<file path="src/rtl/serial_add_ctrl_pkg.sv">
// rtl/serial_add_ctrl_pkg.sv - shared state encoding and default width for serial_add_ctrl
package serial_add_ctrl_pkg;

  localparam int DEFAULT_WIDTH = 8;

  typedef enum logic [1:0] {
    IDLE = 2'b00,
    RUN  = 2'b01,
    DONE = 2'b10
  } state_t;

endpackage

</file>
<file path="src/rtl/fa.sv">
// rtl/fa.sv - 1-bit full adder
module fa (
  input  logic a,
  input  logic b,
  input  logic ci,
  output logic s,
  output logic co
);

  assign s  = a ^ b ^ ci;
  assign co = (a & b) | (ci & (a ^ b));

endmodule

</file>
<file path="src/rtl/serial_add_ctrl.sv">
// rtl/serial_add_ctrl.sv - bit-serial WIDTH-bit add/subtract sequencer around one shared full adder
module serial_add_ctrl
  import serial_add_ctrl_pkg::*;
#(
  parameter int WIDTH = DEFAULT_WIDTH
) (
  input  logic             clk,
  input  logic             rst,
  input  logic             in_valid,
  output logic             in_ready,
  input  logic [WIDTH-1:0] a,
  input  logic [WIDTH-1:0] b,
  input  logic             sub,
  output logic             out_valid,
  input  logic             out_ready,
  output logic [WIDTH-1:0] result,
  output logic             cout,
  output logic             ovf
);

  localparam int CNT_W = $clog2(WIDTH);
  localparam logic [CNT_W-1:0] CNT_MSB = CNT_W'(WIDTH - 1);
  localparam logic [CNT_W-1:0] CNT_PRE = CNT_W'(WIDTH - 2);

  state_t           state;
  logic [WIDTH-1:0] sa;
  logic [WIDTH-1:0] sb;
  logic             c;
  logic             c_msb;
  logic [CNT_W-1:0] cnt;
  logic             fa_s;
  logic             fa_co;

  fa u_fa (
    .a  (sa[0]),
    .b  (sb[0]),
    .ci (c),
    .s  (fa_s),
    .co (fa_co)
  );

  // Handshake flags come straight from the state register.
  assign in_ready  = (state == IDLE);
  assign out_valid = (state == DONE);

  always_ff @(posedge clk or posedge rst) begin
    if (rst) begin
      state  <= IDLE;
      sa     <= '0;
      sb     <= '0;
      c      <= 1'b0;
      c_msb  <= 1'b0;
      cnt    <= '0;
      result <= '0;
      cout   <= 1'b0;
      ovf    <= 1'b0;
    end else begin
      case (state)
        IDLE: begin
          if (in_valid) begin
            // Subtract is A + ~B + 1: invert B here and seed the carry with 1.
            sa    <= a;
            sb    <= b ^ {WIDTH{sub}};
            c     <= sub;
            cnt   <= '0;
            state <= RUN;
          end
        end
        RUN: begin
          result <= {fa_s, result[WIDTH-1:1]};
          sa     <= sa >> 1;
          sb     <= sb >> 1;
          c      <= fa_co;
          cnt    <= cnt + 1'b1;
          if (cnt == CNT_PRE) begin
            c_msb <= fa_co;
          end
          if (cnt == CNT_MSB) begin
            cout  <= fa_co;
            ovf   <= c_msb ^ fa_co;
            state <= DONE;
          end
        end
        DONE: begin
          if (out_ready) begin
            state <= IDLE;
          end
        end
        default: state <= IDLE;
      endcase
    end
  end

endmodule

</file>
<file path="config.mk">
export PLATFORM = sky130hd
export DESIGN_NAME = serial_add_ctrl
export DESIGN_NICKNAME = d
export VERILOG_FILES = /design/src/rtl/serial_add_ctrl_pkg.sv /design/src/rtl/fa.sv /design/src/rtl/serial_add_ctrl.sv
export SDC_FILE = /design/constraint.sdc
export NUM_CORES = 1
export LEC_CHECK = 0
export CORE_MARGIN = 5
export CORE_UTILIZATION = 40
export CTS_CLUSTER_DIAMETER = 100
export DETAILED_ROUTE_END_ITERATION = 12
export GPL_TIMING_DRIVEN = 0
export PLACE_DENSITY = 0.63
export SLEW_MARGIN = 15
export SYNTH_ARGS = -nofsm -noshare
export SYNTH_HDL_FRONTEND = slang
export SYNTH_SLANG_ARGS = --single-unit
</file>
<file path="constraint.sdc">
create_clock -name clk -period 1.6 [get_ports clk]
set_clock_uncertainty 0.15 [all_clocks]
set_input_delay 0.32 -clock clk [delete_from_list [all_inputs] [get_ports clk]]
set_output_delay 0.32 -clock clk [all_outputs]
set_load 0.05 [all_outputs]
</file>
Yosys cells after proc, flatten, opt, wreduce, memory -nomap -nowiden
Index checks and enable logic that the tools add are counted.
W data, S select, Z words.
{ "classes": {"addsub": 1, "n_mul": 0, "div": 0, "mux": 12, "bitwise": 7, "n_reduce_logical": 6, "n_shift": 0, "order_cmp": 0, "n_eq_ne": 7} }
{ "ops": {"columns": ["op", "n"], "rows": [
  ["$pmux W8 S2", 2],
  ["$mux W8", 2],
  ["$xor A8 B8 Y8", 1],
  ["$eq A3 B3 Y1 const B", 2],
  ["$mux W2", 3],
  ["$pmux W2 S3", 1],
  ["$pmux W3 S2", 1],
  ["$reduce_and A2 Y1", 3],
  ["$ne A2 B2 Y1 const B", 2],
  ["$add A3 B1 Y3 const B", 1],
  ["$mux W3", 1],
  ["$reduce_and A3 Y1", 1],
  ["$xor A1 B1 Y1", 3],
  ["$and A1 B1 Y1", 2],
  ["$eq A2 B1 Y1 const B", 1],
  ["$eq A2 B2 Y1 const B", 1],
  ["$logic_not A2 Y1", 1],
  ["$ne A2 B1 Y1 const B", 1],
  ["$pmux W1 S2", 1],
  ["$reduce_bool A2 Y1", 1],
  ["$mux W1", 1],
  ["$or A1 B1 Y1", 1]
]} }
{ "word_totals": {"out_inout_bits": 12, "reg_bits": 33, "mem_count": 0, "rom_bits": 0, "latch_bits": 0, "mem_bits_rw": 0, "in_bits": 21} }

Logic depth before layout (Yosys ltp)
{ "depth": {"word_depth": 4, "mapped_depth": 5, "depth_no_buf": 5} }

Hierarchy
A second synthesis with hierarchy kept.
{ "hier_totals": {"hier_cells": 150, "hier_area_um2": 1522.7} }
{ "modules_own_cells": {"columns": ["mod", "area_per_inst_um2", "cells_per_inst", "n_inst"], "rows": [
  ["serial_add_ctrl", 1502.7, 149, 1],
  ["fa", 20.0, 1, 1]
]} }

Worst setup path after synthesis
No wires, ideal clock.
{ "synth_timing": {"path_type": "reg2out", "startpoint": "reg state[1]", "endpoint": "out out_valid", "required_ns": 1.130, "t_arrival_ns": 1.295, "stages_incl_launch_ff": 3, "setup_slack_ns": -0.165, "cell_sequence": "dfrtp_1 > buf_2 > nor2b_1"} }
{ "synth_between": {"elab_chain_len": 1} }
{ "synth_rtl": {"columns": ["item", "line_no", "rtl"], "rows": [
  ["from (decl)", "serial_add_ctrl.sv:25", "state_t state;"],
  ["from (signal assigned)", "serial_add_ctrl.sv:48", "state <= IDLE;"],
  ["from (signal assigned)", "serial_add_ctrl.sv:66", "state <= RUN;"],
  ["from (signal assigned)", "serial_add_ctrl.sv:81", "state <= DONE;"],
  ["$eq A2 B2 Y1", "serial_add_ctrl.sv:44", "assign out_valid = (state == DONE);"],
  ["to (decl)", "serial_add_ctrl.sv:14", "output logic out_valid,"]
]} }
Every way passes these cells.

Final worst setup path
{ "layout_timing": {"startpoint": "reg state[0]", "endpoint": "out in_ready"} }
{ "layout_between": {"elab_chain_len": 1} }
{ "layout_rtl": {"columns": ["item", "line_no", "rtl"], "rows": [
  ["$logic_not A2 Y1", "serial_add_ctrl.sv:43", "assign in_ready = (state == IDLE);"],
  ["to (decl)", "serial_add_ctrl.sv:10", "output logic in_ready,"]
]} }
Every way passes these cells.

==> impl_metrics.ini <==
[outcome]
outcome = finished with violations
violations = negative setup slack

[logic_synthesis]
ys_seq_elements = 33
synth-main-ff-cell = dfrtp_1
ys_types = 28
synthCells = 145
yosysWarnings = 0
syn_area_um2 = 1550
synth-edff-count = 0
synth_area_per_cell_um2 = 10.7
synthArstFlopShare_pct = 100
synth_seq_area_share_pct = 53.1
synth_nets = 170

[global_routing]
grt_usage_pct = 14.0
grt_pass1_wl_um = 5660
antenna_found_initial = 0
grt_pass1_vias = 1281
gr-total-overflow = 0
grt_max_degree = 34

[pwr]
p_seq_share_pct = 35.3
powerDensity_nw_per_um2 = 1840
p_leak_nw = 1.00
switching_share_pct = 40.2
clockPowerShare_pct = 17.7
p_sw_mw = 1.56
power_mw = 3.88
ir_drop_uv = 894
p_int_mw = 2.32
power_frac_comb_pct = 47.0

[floorplan]
die_x_um = 72.3
pin_count = 33
die_area_um2 = 5230
coreArea_um2 = 3720
start_util_pct = 41.8
rows = 22
die_h_um = 72.3

[place]
port_buffers = 31
dp_cells = 224
gp_congestion = 0.717
pre_cts_ws_ps = -510
post-dp-hpwl_um = 2310

[cts]
clkLatencyLatePin_ps = 280
htreeDepth = 2
cts_hold_repair.buffers = 0
cts.sinks = 33
cts_buffers = 5
clockRootBuffer = clkbuf_8
cts_buffer_depth = 2
cts_tree = yes
clk_pin_slew_worst_paths_ps = 70

[routing]
antenna_left = 0
wl_per_cell_um = 13.8
drc = 0
drt-pass1-iter-count = 4
routed_wl_um = 3270
vias_per_cell = 5.09
vias = 1207
drtIter0Drc = 55

[setup_path]
end_kind = output port
worstReg2RegStart = cnt[0]
ff2ff_path_depth = 4
crit_path_start_kind = register
worst_ep_arrival_time_ps = 1170
worstSetupPathType = register to output port
cp.required_ps = 1130
rrSetupSlack_ps = 50
r2r-end = cout
cp_max_fo = 3

[finish]
multiInputGateArea_um2 = 667
final_cell_count_no_fill = 237
fin_nets = 213
diodes = 0
num-fill-cells = 358
drive_gt1_share_pct = 22.2
regArea_um2 = 826
syn_to_final_growth_pct = 35.5

[job]
cap_violations = 0

[timing]
final_hold_viol_count = 0
worstMarginPinSlew_ps = 692
min_period_ps = 1640
whs_ps = 314
setup_ws_ps = -38.6
max_freq_mhz = 610
drv_slew = 0
rsz0062_at_grt = yes
finalSetupViolations = 2
slew-limit-headroom_pct = 53.8
post-route-period-util_pct = 102

[min_path]
hp-class = primary input to async pin
cells in the final DEF, fill, tap and decap left out:
cell	Yosys	layout
clkdlybuf4s15_2	0	10
and3b_1	6	6
buf_2	4	3
inv_2	0	1
buf_8	0	2
inv_1	2	1
o21bai_1	1	1
nor2_2	2	1
mux2_2	2	2
nand2b_1	4	4
a32o_1	1	1
o21ai_1	6	6
o21ai_0	5	5
dfrtp_1	33	33
nor2b_1	2	1
nand3b_4	1	1
buf_4	3	7
a21oi_1	1	1
clkdlybuf4s50_1	0	19
a22o_1	2	2
clkinv_2	0	1
nand2_1	36	36
nor2_4	0	1
clkbuf_8	0	7
ha_1	3	3
clkbuf_2	0	2
buf_6	1	3
a22oi_1	8	8
nor2b_2	0	1
nand3_1	1	1
fa_1	1	1
xnor2_1	2	2
nor3_1	1	1
and2b_1	1	1
a221o_1	7	7
xor2_1	7	7
what timing repair did:
item | in CTS | in global routing
gates resized for setup | 49 | 5
pin swaps | 1 | 1
buffers inserted | 5 | 0
endpoints found under the setup margin | 12 | 11
gates cloned | 0 | 0
flip-flops by register name (all words and copies together) (netlist names):
| register | cells |
|---|---|
| c_msb | 1 |
| ovf | 1 |
| cnt | 3 |
| c | 1 |
| sb | 8 |
| state | 2 |
| sa | 8 |
| result | 8 |
| cout | 1 |
per-layer routing:
layer	share of wire [%]	GRT usage (%)	up-vias
met5	0	0	-
met3	6.1	4.71	7
met1	45	16.9	585
li1	-	-	587
met2	47	23.0	28
met4	1.6	5.64	0
cell type report:
class	instances	area share (%)
Timing Repair Buffer	36	17.4
Clock inverter	1	0.238
Buffer	10	3.68
Multi-Input combinational cell	100	31.7
Inverter	2	0.357
Tap cell	48	2.85
Clock buffer	7	4.58
Sequential cell	33	39.2
worst max-delay path, cell delays in order, from the launching register on:
cell and delay (ps):
dfrtp_1 400, buf_6 130, buf_8 110, nor2_4 90
buf_8 150
per-stage QoR:
| step | area, um2 | setup TNS (ps) | utilization [%] |
|---|---|---|---|
| final | 2110 | -67.3 | 56.7 |
| after global routing | 2110 | -188 | 56.7 |
| after CTS | 2100 | -114 | 56.5 |
| after detailed placement | 1930 | -3930 | 51.9 |
| after global placement | 1930 | -14500 | 51.9 |
| after floorplan | 1560 | 0 | - |
how the worst max path moves through the flow:
stage | from | to | slack (ps) | depth (start not counted)
after floorplan | state[0] | in_ready | 10 | 3
after CTS | state[0] | in_ready | -70 | 4
after global placement | state[0] | in_ready | -520 | 4
after detailed placement | state[0] | in_ready | -510 | 4
final | state[0] | in_ready | -40 | 4
after global routing | state[0] | in_ready | -100 | 4
synth_stat cells, drive strengths merged, types with 3 or more instances:
cell type / n / area (um2)
nand2b: 4 / 25.0
a221o: 7 / 70.1
xor2: 7 / 61.3
o21ai: 11 / 55.1
ha: 3 / 37.5
buf: 8 / 53.8
nand2: 36 / 135
a22oi: 8 / 60.1
dfrtp: 33 / 826
and3b: 6 / 52.6
kinds of logic after synthesis:
logic type / synth area share [%]
AND/OR/NAND/NOR: 17.7
flip-flops: 53.1
AO/OA/AOI/OAI: 14.5
buffers and inverters: 4.43
XOR/XNOR: 5.07
adder cells (fa/ha/maj): 3.70
multiplexers: 1.45
power groups by stage:
| stage | Clock, mW | Sequential [mW] | Combinational [mW] |
|---|---|---|---|
| after floorplan | 0 | 1.68 | 0.913 |
| after global placement | 0 | 1.38 | 1.69 |
| after detailed placement | 0 | 1.40 | 1.73 |
| after CTS | 0.711 | 1.38 | 1.83 |
| after global routing | 0.740 | 1.42 | 2.01 |
| final | 0.688 | 1.37 | 1.82 |
Power figures use the tool's default switching activity.
